File: src/rtl/full_adder_subtractor_pkg.sv
// Shared constants for the registered add/sub block.
// Mode encoding and output-flag reset bundle.
package full_adder_subtractor_pkg;

  localparam logic MODE_ADD = 1'b0;
  localparam logic MODE_SUB = 1'b1;

  typedef struct packed {
    logic valid;
    logic cout;
    logic ovf;
    logic zero;
  } flags_t;

  localparam flags_t FLAGS_RST = '0;

endpackage

File: src/rtl/full_adder_cell.sv
// One-bit full adder, purely combinational.
// Chained WIDTH times to form the ripple core.
module full_adder_cell (
  input  logic a,
  input  logic b,
  input  logic cin,
  output logic s,
  output logic cout
);

  assign s    = a ^ b ^ cin;
  assign cout = (a & b) | (cin & (a ^ b));

endmodule

File: src/rtl/full_adder_subtractor.sv
// Registered two's-complement add/sub with flags.
// Ripple core feeding a single output register stage.
module full_adder_subtractor
  import full_adder_subtractor_pkg::*;
#(
  parameter int WIDTH = 8
) (
  input  logic             clk,
  input  logic             rst_n,
  input  logic             in_valid,
  input  logic             sub,
  input  logic [WIDTH-1:0] a,
  input  logic [WIDTH-1:0] b,
  output logic             out_valid,
  output logic [WIDTH-1:0] s,
  output logic             cout,
  output logic             ovf,
  output logic             zero
);

  logic             is_sub;
  logic [WIDTH-1:0] b_eff;
  logic [WIDTH:0]   c;
  logic [WIDTH-1:0] s_comb;
  flags_t           f_comb;
  flags_t           f_q;

  // Subtraction is A + ~B + 1.
  assign is_sub = (sub == MODE_SUB);
  assign b_eff  = b ^ {WIDTH{is_sub}};
  assign c[0]   = is_sub;

  for (genvar i = 0; i < WIDTH; i++) begin : g_cell
    full_adder_cell u_cell (
      .a    (a[i]),
      .b    (b_eff[i]),
      .cin  (c[i]),
      .s    (s_comb[i]),
      .cout (c[i+1])
    );
  end

  // Flags derived from the ripple carries.
  always_comb begin
    f_comb       = FLAGS_RST;
    f_comb.valid = 1'b1;
    f_comb.cout  = c[WIDTH];
    f_comb.ovf   = c[WIDTH] ^ c[WIDTH-1];
    f_comb.zero  = (s_comb == '0);
  end

  // Capture on valid, otherwise hold data and drop valid.
  always_ff @(posedge clk or negedge rst_n) begin
    if (!rst_n) begin
      f_q <= FLAGS_RST;
      s   <= '0;
    end else begin
      f_q.valid <= in_valid;
      if (in_valid) begin
        f_q.cout <= f_comb.cout;
        f_q.ovf  <= f_comb.ovf;
        f_q.zero <= f_comb.zero;
        s        <= s_comb;
      end
    end
  end

  assign out_valid = f_q.valid;
  assign cout      = f_q.cout;
  assign ovf       = f_q.ovf;
  assign zero      = f_q.zero;

endmodule

File: config.mk
export PLATFORM = sky130hd
export DESIGN_NAME = full_adder_subtractor
export DESIGN_NICKNAME = d
export VERILOG_FILES = /design/src/rtl/full_adder_subtractor_pkg.sv /design/src/rtl/full_adder_cell.sv /design/src/rtl/full_adder_subtractor.sv
export SDC_FILE = /design/constraint.sdc
export NUM_CORES = 1
export LEC_CHECK = 0
export ABC_AREA = 1
export ABC_CLOCK_PERIOD_IN_PS = 800
export CAP_MARGIN = 20
export CORE_UTILIZATION = 37
export DETAILED_ROUTE_END_ITERATION = 16
export MAX_ROUTING_LAYER = met4
export PLACE_DENSITY = 0.82
export SYNTH_ARGS = -nofsm -noshare
export SYNTH_HDL_FRONTEND = slang
export SYNTH_HIERARCHICAL = 1
export SYNTH_SLANG_ARGS = --single-unit
File: constraint.sdc
create_clock -name clk -period 0.8 [get_ports clk]
set_input_delay 0.2 -clock clk [delete_from_list [all_inputs] [get_ports clk]]
set_output_delay 0.2 -clock clk [all_outputs]
set_load 0.02 [all_outputs]
# Yosys cells after proc, flatten, opt, wreduce, memory -nomap -nowiden
# Index checks and enable logic that the tools add are counted.
[totals]
register_bits = 12
input_bits = 20
output_inout_bits = 12
word_cells = 48
[classes]
bitwise_logic = 42
n_reduce_logical = 1
[ops]
columns = ["cell", "count"]
rows = [
  ["XOR 1 bit", 17],
  ["bitwise AND 1 bit", 16],
  ["zero test 8 bit", 1],
  ["bitwise OR 1 bit", 8],
  ["XOR 8 bit", 1],
]

# Longest topological paths before layout
# Gate-level depths: netlist of run 1.
[logic_depth]
depth_word = 19
ltp_mapped = 15
depth_no_buf = 14

# Hierarchy
# The synthesis of run 1 kept the hierarchy.
[modules_own_cells]
columns = ["module", "instances", "cells_per_inst", "area_each_um2", "seq_area_each_um2"]
rows = [
  ["full_adder_subtractor", 1, 63, 605.6, 300.3],
  ["full_adder_cell", 8, 1, 20.0, 0.0],
]

# Least setup slack after synthesis of run 1
# Ideal clock, no wire load.
[synth_path]
path_type = "input to register"
startpoint = "in sub"
endpoint = "reg, netlist name zero"
setup_ns = 0.116
arrival_ns = 3.914
required_time_ns = 0.684
slack_ns = -3.231
path_stages = 15
n_path_buf = 1
path_cell_list = "buf_6 xor2_1 fa_1 fa_1 fa_1 fa_1 fa_1 fa_1 fa_1 fa_1 inv_1 nand3_1 nor2_1 nand2_1 nand2_1"
[synth_via]
elab_chain_cells = 18
elab_cells_between_ends = 39
classes_between = "bitwise: 38; reduce/logical: 1"
[synth_rtl]
columns = ["element", "line_no", "source"]
rows = [
  ["from (decl)", "full_adder_subtractor.sv:11", "input logic sub,"],
  ["XOR 8 bit *", "full_adder_subtractor.sv:30", "assign b_eff = b ^ {WIDTH{is_sub}};"],
  ["net b_eff[0]", "full_adder_subtractor.sv:22", "logic [WIDTH-1:0] b_eff;"],
  ["XOR 1 bit", "full_adder_cell.sv:12", "assign cout = (a & b) | (cin & (a ^ b));"],
  ["bitwise AND 1 bit", "full_adder_cell.sv:12", ""],
  ["bitwise OR 1 bit *", "full_adder_cell.sv:12", ""],
  ["net c[1]", "full_adder_subtractor.sv:23", "logic [WIDTH:0] c;"],
  ["bitwise AND 1 bit *", "full_adder_cell.sv:12", ""],
  ["bitwise OR 1 bit *", "full_adder_cell.sv:12", ""],
  ["net c[2]", "full_adder_subtractor.sv:23", ""],
  ["[... 2 more ...]", "-", ""],
  ["net c[3]", "full_adder_subtractor.sv:23", ""],
  ["[... 2 more ...]", "-", ""],
  ["net c[4]", "full_adder_subtractor.sv:23", ""],
  ["[... 2 more ...]", "-", ""],
  ["net c[5]", "full_adder_subtractor.sv:23", ""],
  ["[... 1 more ...]", "-", ""],
  ["bitwise OR 1 bit *", "full_adder_cell.sv:12", ""],
  ["net c[6]", "full_adder_subtractor.sv:23", ""],
  ["bitwise AND 1 bit *", "full_adder_cell.sv:12", ""],
  ["bitwise OR 1 bit *", "full_adder_cell.sv:12", ""],
  ["net c[7]", "full_adder_subtractor.sv:23", ""],
  ["XOR 1 bit *", "full_adder_cell.sv:11", "assign s = a ^ b ^ cin;"],
  ["net s_comb[7]", "full_adder_subtractor.sv:24", "logic [WIDTH-1:0] s_comb;"],
  ["zero test 8 bit *", "full_adder_subtractor.sv:49", "f_comb.zero = (s_comb == '0);"],
]
# Mark *: on every way through the listed nets, which the timed path passes. The rest lies on a longest branch.
# A chain may end at the register's enable or synchronous reset.

# Worst setup path in the final report of run 1
[layout_path]
startpoint = "in sub"
endpoint = "reg, netlist name zero"
[layout_via]
elab_chain_cells = 18
elab_cells_between_ends = 39
classes_between = "bitwise: 38; reduce/logical: 1"
[layout_rtl]
columns = ["element", "line_no"]
rows = [
  ["XOR 8 bit *", "full_adder_subtractor.sv:30"],
  ["net b_eff[0]", "full_adder_subtractor.sv:22"],
  ["XOR 1 bit", "full_adder_cell.sv:12"],
  ["bitwise AND 1 bit", "full_adder_cell.sv:12"],
  ["bitwise OR 1 bit *", "full_adder_cell.sv:12"],
  ["net c[1]", "full_adder_subtractor.sv:23"],
  ["bitwise AND 1 bit *", "full_adder_cell.sv:12"],
  ["bitwise OR 1 bit *", "full_adder_cell.sv:12"],
  ["net c[2]", "full_adder_subtractor.sv:23"],
  ["[... 2 more ...]", "-"],
  ["net c[3]", "full_adder_subtractor.sv:23"],
  ["[... 2 more ...]", "-"],
  ["net c[4]", "full_adder_subtractor.sv:23"],
  ["[... 2 more ...]", "-"],
  ["net c[5]", "full_adder_subtractor.sv:23"],
  ["[... 1 more ...]", "-"],
  ["bitwise OR 1 bit *", "full_adder_cell.sv:12"],
  ["net c[6]", "full_adder_subtractor.sv:23"],
  ["bitwise AND 1 bit *", "full_adder_cell.sv:12"],
  ["bitwise OR 1 bit *", "full_adder_cell.sv:12"],
  ["net c[7]", "full_adder_subtractor.sv:23"],
  ["XOR 1 bit *", "full_adder_cell.sv:11"],
  ["net s_comb[7]", "full_adder_subtractor.sv:24"],
  ["zero test 8 bit *", "full_adder_subtractor.sv:49"],
]
# Marked as above.

==> key figures, run 1 <==
Run status
  – Status: finished, violations left
  – Failing checks: setup timing

Critical path
  – Worst setup EP type: flop
  – Slowest-stage cell, CP: fa_2
  – FF-to-FF path depth: 4
  – CP most frequent cell: fa_2
  – Crit path max fanout: 2
  – Worst path max stage delay: 540 ps
  – Worst EP arrival: 3730 ps
  – Req. time, crit path: approximately 950 ps
  – Critical path, cell by cell: buf_8, xor2_2, fa_2, fa_2, fa_2, fa_2, fa_2, fa_2, fa_2, fa_2, inv_2, nand3_1, nor2_1, nand2_1, nand2_1
  – Crit Path Category: input pin to flop
  – Crit path launch: sub
  – R2R Path Start: s[2]
  – Worst setup SP type: input pin

Global route
  – First-pass GRT wire length: 2550 microns
  – Largest net degree at the start of global routing: 21
  – Number of global-route vias before repair: approximately 640
  – Grt total ovfl: 0
  – Initial antenna violation count: 0
  – GRT Total Usage: between 15 and 20%

Die
  – Die area: 2260 sq um
  – Area of the core: 1960 sq um
  – Starting Density: approximately two fifths
  – Horiz. Die Dim: 47.5 microns
  – Core Rows: 16
  – Die Ht: 47.5 microns
  – IO Pins: 32

STA
  – Fin Setup TNS: -21850 ps
  – Tmin final: 3580 ps
  – Unrepaired setup endpoints after global routing: true
  – Worst-Margin Slew: approximately 400 ps
  – Final-report setup violation count: 23
  – Final hold viol count: 0
  – Tcrit/Tclk final: 447%
  – Final Skew: 0 ps
  – Slew HR: 73.1%
  – Max-slew violations: 0
  – Setup WS post-layout: -2780 ps
  – Fmax achieved: 280 MHz
  – Final hold slack: 271 ps

Power
  – Internal: 1.83 mW
  – VDD IR-drop max: 0.852 mV
  – Switch Pwr: approximately 910 uW
  – Reg power frac: between 20% and 30%
  – Power Density: 2020 nW/um^2
  – Sw frac: 33.3%
  – Gate power share: a little over half
  – Clock power share: 17.0%
  – Pleak: 0.643 nW

Layout
  – # fillers: 138
  – Final Util: 69.1%
  – Ratio of cells with drive above 1 in the final layout: 54.5%
  – Register area: 300 sq um
  – Final Net Count: between 150 and 200
  – Diode count: 0
  – Multi-input logic area: 440 sq um
  – Synth-to-layout area growth: 77.1%

CTS
  – TritonCTS clock tree: built
  – Clk sinks: 12
  – Root Buffer: clkbuf_4
  – Total CTS buffers: 3
  – H-Tree Level Count: 1
  – Hold_buf cts: 0
  – CTS Buffer Depth: 2
  – Clock slew at reported path FFs: 70 ps
  – Clock Latency Late Sink: roughly 260 ps

Drt
  – Mean routed wirelength per cell: 11.4 microns
  – Final ANT Viol Nets: 0
  – DRC: 0
  – Via count: 651
  – DRT Pass-1 Iters: 4
  – Initial DRC Count: 11
  – Total Wirelength: 1710 microns
  – Avg Vias per Cell: 4.34

Synthesis
  – Mapped Nets: between 90 and 100
  – Post-synthesis cell area: between 700 and 800 sq um
  – Synth Instances: 71
  – Seq/Total Area, Yosys: 39.2%
  – Synth Warn #: 6
  – Seq cells post-synth: 12
  – Syn Area/Cell: 10.8 sq um
  – Distinct cells, synth: 11

Place
  – GP Congestion: 0.715
  – Port bufs: 31
  – Post-detail-place hpwl: 1300 microns

Hold path
  – HP Class: input pin to asynchronous set/reset pin

Run
  – Max_cap viols: 0
## cell usage in the layout, fill, tap and decap left out
master and instances:
nor2_1 2, clkbuf_8 1, fa_2 8, xor2_1 6
o21ai_2 9, xnor2_2 1, inv_2 9, xor2_2 2
nand3_1 1, clkbuf_4 3, buf_12 1, nand2_1 18
dlygate4sd2_1 1, buf_4 13, buf_8 1, dlymetal6s2s_1 1
clkdlybuf4s50_1 15, buf_6 18, dfrtp_1 12, buf_2 1
## worst max-delay path: cells and delay by family
| family | cells | cell delay [ps] |
|---|---|---|
| adder cells (fa/ha/maj) | 8 | 3000 |
| buffers and inverters | 2 | 140 |
| AND/OR/NAND/NOR | 4 | 220 |
| XOR/XNOR | 1 | 170 |
## routing by layer
metal  track usage, %  wire length [microns]  vias to the layer above
met4             6.86                     21                        0
met3             2.26                     57                        2
met1             17.8                    638                      310
met2             32.9                    990                       20
met5                -                      0                        -
li1                 -                      -                      319
## stage by stage
step / cell area [sq um] / power, mW / std cells / worst slack (ps)
after floorplan: 800 / 1.42 / 71 / -2980
after global placement: 1200 / 1.98 / 138 / -3410
after detailed placement: 1200 / 2.05 / 138 / -3480
after CTS: 1320 / 2.69 / 146 / -2760
after global routing: 1360 / 2.91 / 150 / -2850
final: 1360 / 2.74 / 150 / -2780
## final timing paths
path	end	slack, ps
worst max-delay path	zero	-2780
worst min-delay path	s[0]	270
worst max register to register	s[2]	-90
worst min register to register	s[4]	520
max in group asynchronous	out_valid	420
min in group clk	out_valid	490
## state kept, by name (all words and copies together), names as in the netlist
register and count:
zero 1, cout 1, out_valid 1, s 8
ovf 1
## power by group through the flow
stage,clock network [mW],registers [mW],logic [mW]
finish,0.466,0.816,1.45
global route,0.504,0.830,1.58
CTS,0.469,0.815,1.41
detailed placement,0,0.803,1.24
global placement,0,0.794,1.19
floorplan,0,0.949,0.475
## timing repair
item / CTS / global route
endpoints found under the setup margin: 23 / 23
resized for setup: 93 / 2
pin swaps: 5 / 1
setup buffers: 4 / 4
## area by class of cell
| type | count | area share (%) |
|---|---|---|
| sequential | 12 | 22.1 |
| clock buffer | 4 | 2.68 |
| timing repair buffer | 51 | 37.7 |
| inverter | 9 | 2.49 |
| tap | 27 | 2.49 |
| multi-input combinational | 47 | 32.5 |
## logic make-up after synthesis
family	Yosys count	synth area share, %
compound gates	9	10.3
xor+xnor	9	10.3
fa+ha+maj	8	20.9
buf+inv	12	8.82
flops	12	39.2
simple gates	21	10.5
## synth_stat cells
cell	number	share of area [%]
buf_6	3	4.4
inv_2	1	0.49
dfrtp_1	12	39
xor2_1	8	9.2
xnor2_1	1	1.1
inv_1	8	3.9
nand2_1	18	8.8
o21ai_2	9	10
nor2_1	2	0.98
nand3_1	1	0.65
fa_1	8	21
Power figures use the tool's default switching activity.
==> run 2, diff against run 1 <==
Settings changed: ABC_CLOCK_PERIOD_IN_PS 800 to 2900, CTS_CLUSTER_SIZE from default to 28.
Clock period 0.8 ns to 2.9 ns, I/O delays scaled along.
==> key figures, run 2 (synthesis gave the netlist of run 1 again) <==
Run status
  – Status: finished, violations left
  – Failing checks: setup timing

STA
  – Tmin final: 4090 ps
  – Unrepaired setup endpoints after global routing: true
  – Fmax achieved: ~240 MHz
  – Tcrit/Tclk final: 141%
  – Final-report setup violation count: 6
  – Final hold slack: a little under 500 ps
  – Final Skew: 0 ps
  – Fin Setup TNS: -5660 ps
  – Max-slew violations: 0
  – Slew HR: 65.5%
  – Final hold viol count: 0
  – Worst-Margin Slew: roughly 500 ps
  – Setup WS post-layout: -1190 ps

Die
  – IO Pins: 32
  – Core Rows: 16
  – Horiz. Die Dim: 47.5 microns
  – Die area: roughly 2300 sq um
  – Die Ht: 47.5 microns
  – Starting Density: 39.0%
  – Area of the core: 1960 sq um

Drt
  – DRC: 0
  – DRT Pass-1 Iters: 4
  – Via count: 589
  – Mean routed wirelength per cell: 10.5 microns
  – Final ANT Viol Nets: 0
  – Avg Vias per Cell: between 4 and 5
  – Total Wirelength: 1410 microns
  – Initial DRC Count: 13

Global route
  – Largest net degree at the start of global routing: 21
  – GRT Total Usage: between 10 and 15%
  – Grt total ovfl: 0
  – Number of global-route vias before repair: 547
  – First-pass GRT wire length: 2080 microns
  – Initial antenna violation count: 0

CTS
  – Post-CTS setup buffer count: 0
  – Root Buffer: clkbuf_4
  – Clock slew at reported path FFs: 80 ps
  – Total CTS buffers: 3
  – H-Tree Level Count: 1
  – Clk sinks: 12
  – Clock Latency Late Sink: 280 ps
  – TritonCTS clock tree: built
  – CTS Buffer Depth: 2

Hold path
  – HP Class: flop to flop

Critical path
  – Crit Path Category: input pin to flop
  – Worst setup EP type: flop
  – Crit path max fanout: 2
  – Worst EP arrival: 4310 ps
  – Req. time, crit path: between 3000 and 4000 ps
  – Worst setup SP type: input pin

Layout
  – Fin area: 1190 sq um
  – Diode count: 0
  – Synth-to-layout area growth: 55.1%
  – Commonest non-fill, non-tap cell in the layout: clkdlybuf4s50_1
  – Final Net Count: 137
  – Largest register FFs: 8
  – Ratio of cells with drive above 1 in the final layout: about a third
  – Final Util: 60.5%
  – Most frequent cells in the layout: clkdlybuf4s50_1, nand2_1, dfrtp_1, o21ai_2
  – Largest Register: s

Power
  – VDD IR-drop max: around 0.26 mV
  – Power Density: 561 nW/um^2
  – Pleak: 0.525 nW

Run
  – Max_cap viols: 0

Place
  – GP Congestion: 0.762
  – Port bufs: 31
  – Post-detail-place hpwl: 1120 microns
  – Placed cell areas: 1140 sq um
## run 2: cell types whose count changed in the layout (fill, tap and decap cells not counted), moves of 4 or more
cell / change
buf_6: -16
clkdlybuf4s50_1: +13
buf_4: -9
inv_1: +4
inv_2: -4
## run 2: path summary, 6_finish.rpt
| kind | start | end | slack (ps) | depth (start not counted) |
|---|---|---|---|---|
| worst max-delay path | sub | zero | -1190 | 15 |
| worst min-delay path | cout | cout | 480 | 2 |
| worst max register to register | s[6] | s[6] | 2240 | 2 |
| worst min register to register | cout | cout | 480 | 2 |
| max in group asynchronous | rst_n | s[0] | 1780 | 1 |
| min in group asynchronous | rst_n | s[6] | 780 | 1 |
## run 2: per-stage QoR
stage,std cells,setup WS (ps),power [mW]
after global routing,135,-1250,0.708
final,135,-1190,0.666
after global placement,131,-1820,0.513
after floorplan,71,-1400,0.388
after detailed placement,131,-1870,0.525
after CTS,135,-1190,0.661
## run 2: area by class of cell
cell class	count	area [sq um]
fill	170	774
multi-input combinational	47	435
timing repair buffer	36	348
sequential	12	300
clock buffer	4	36.3
inverter	9	33.8
tap	27	33.8
## run 2: power by group
group	total (mW)	switching (mW)	internal (mW)
clock	0.135	0.0588	0.0765
sequential	0.220	0.0195	0.200
combinational	0.311	0.152	0.158
total	0.666	0.231	0.435
## run 2: metal layers
metal | track usage [%] | share of wire [%] | routed length [microns]
met3 | 1.13 | 4.6 | 65
met2 | 24.7 | 53 | 752
met4 | 11.4 | 1.9 | 27
met1 | 15.1 | 40 | 568
met5 | - | 0 | 0
## run 2: repair_timing
item	4_1_cts	5_1_grt
pin swaps	2	0
hold buffers	0	0
endpoints found under the setup margin	8	6
resized for setup	13	3
## run 2: worst max-delay path: stages
cell and delay (ps):
buf_6 100, xor2_2 170, fa_2 360, fa_2 340, fa_2 340, fa_2 340, fa_2 350, fa_2 390
fa_2 360, fa_1 450, inv_2 80, nand3_2 50, nor2_1 120, nand2_1 60, nand2_1 60
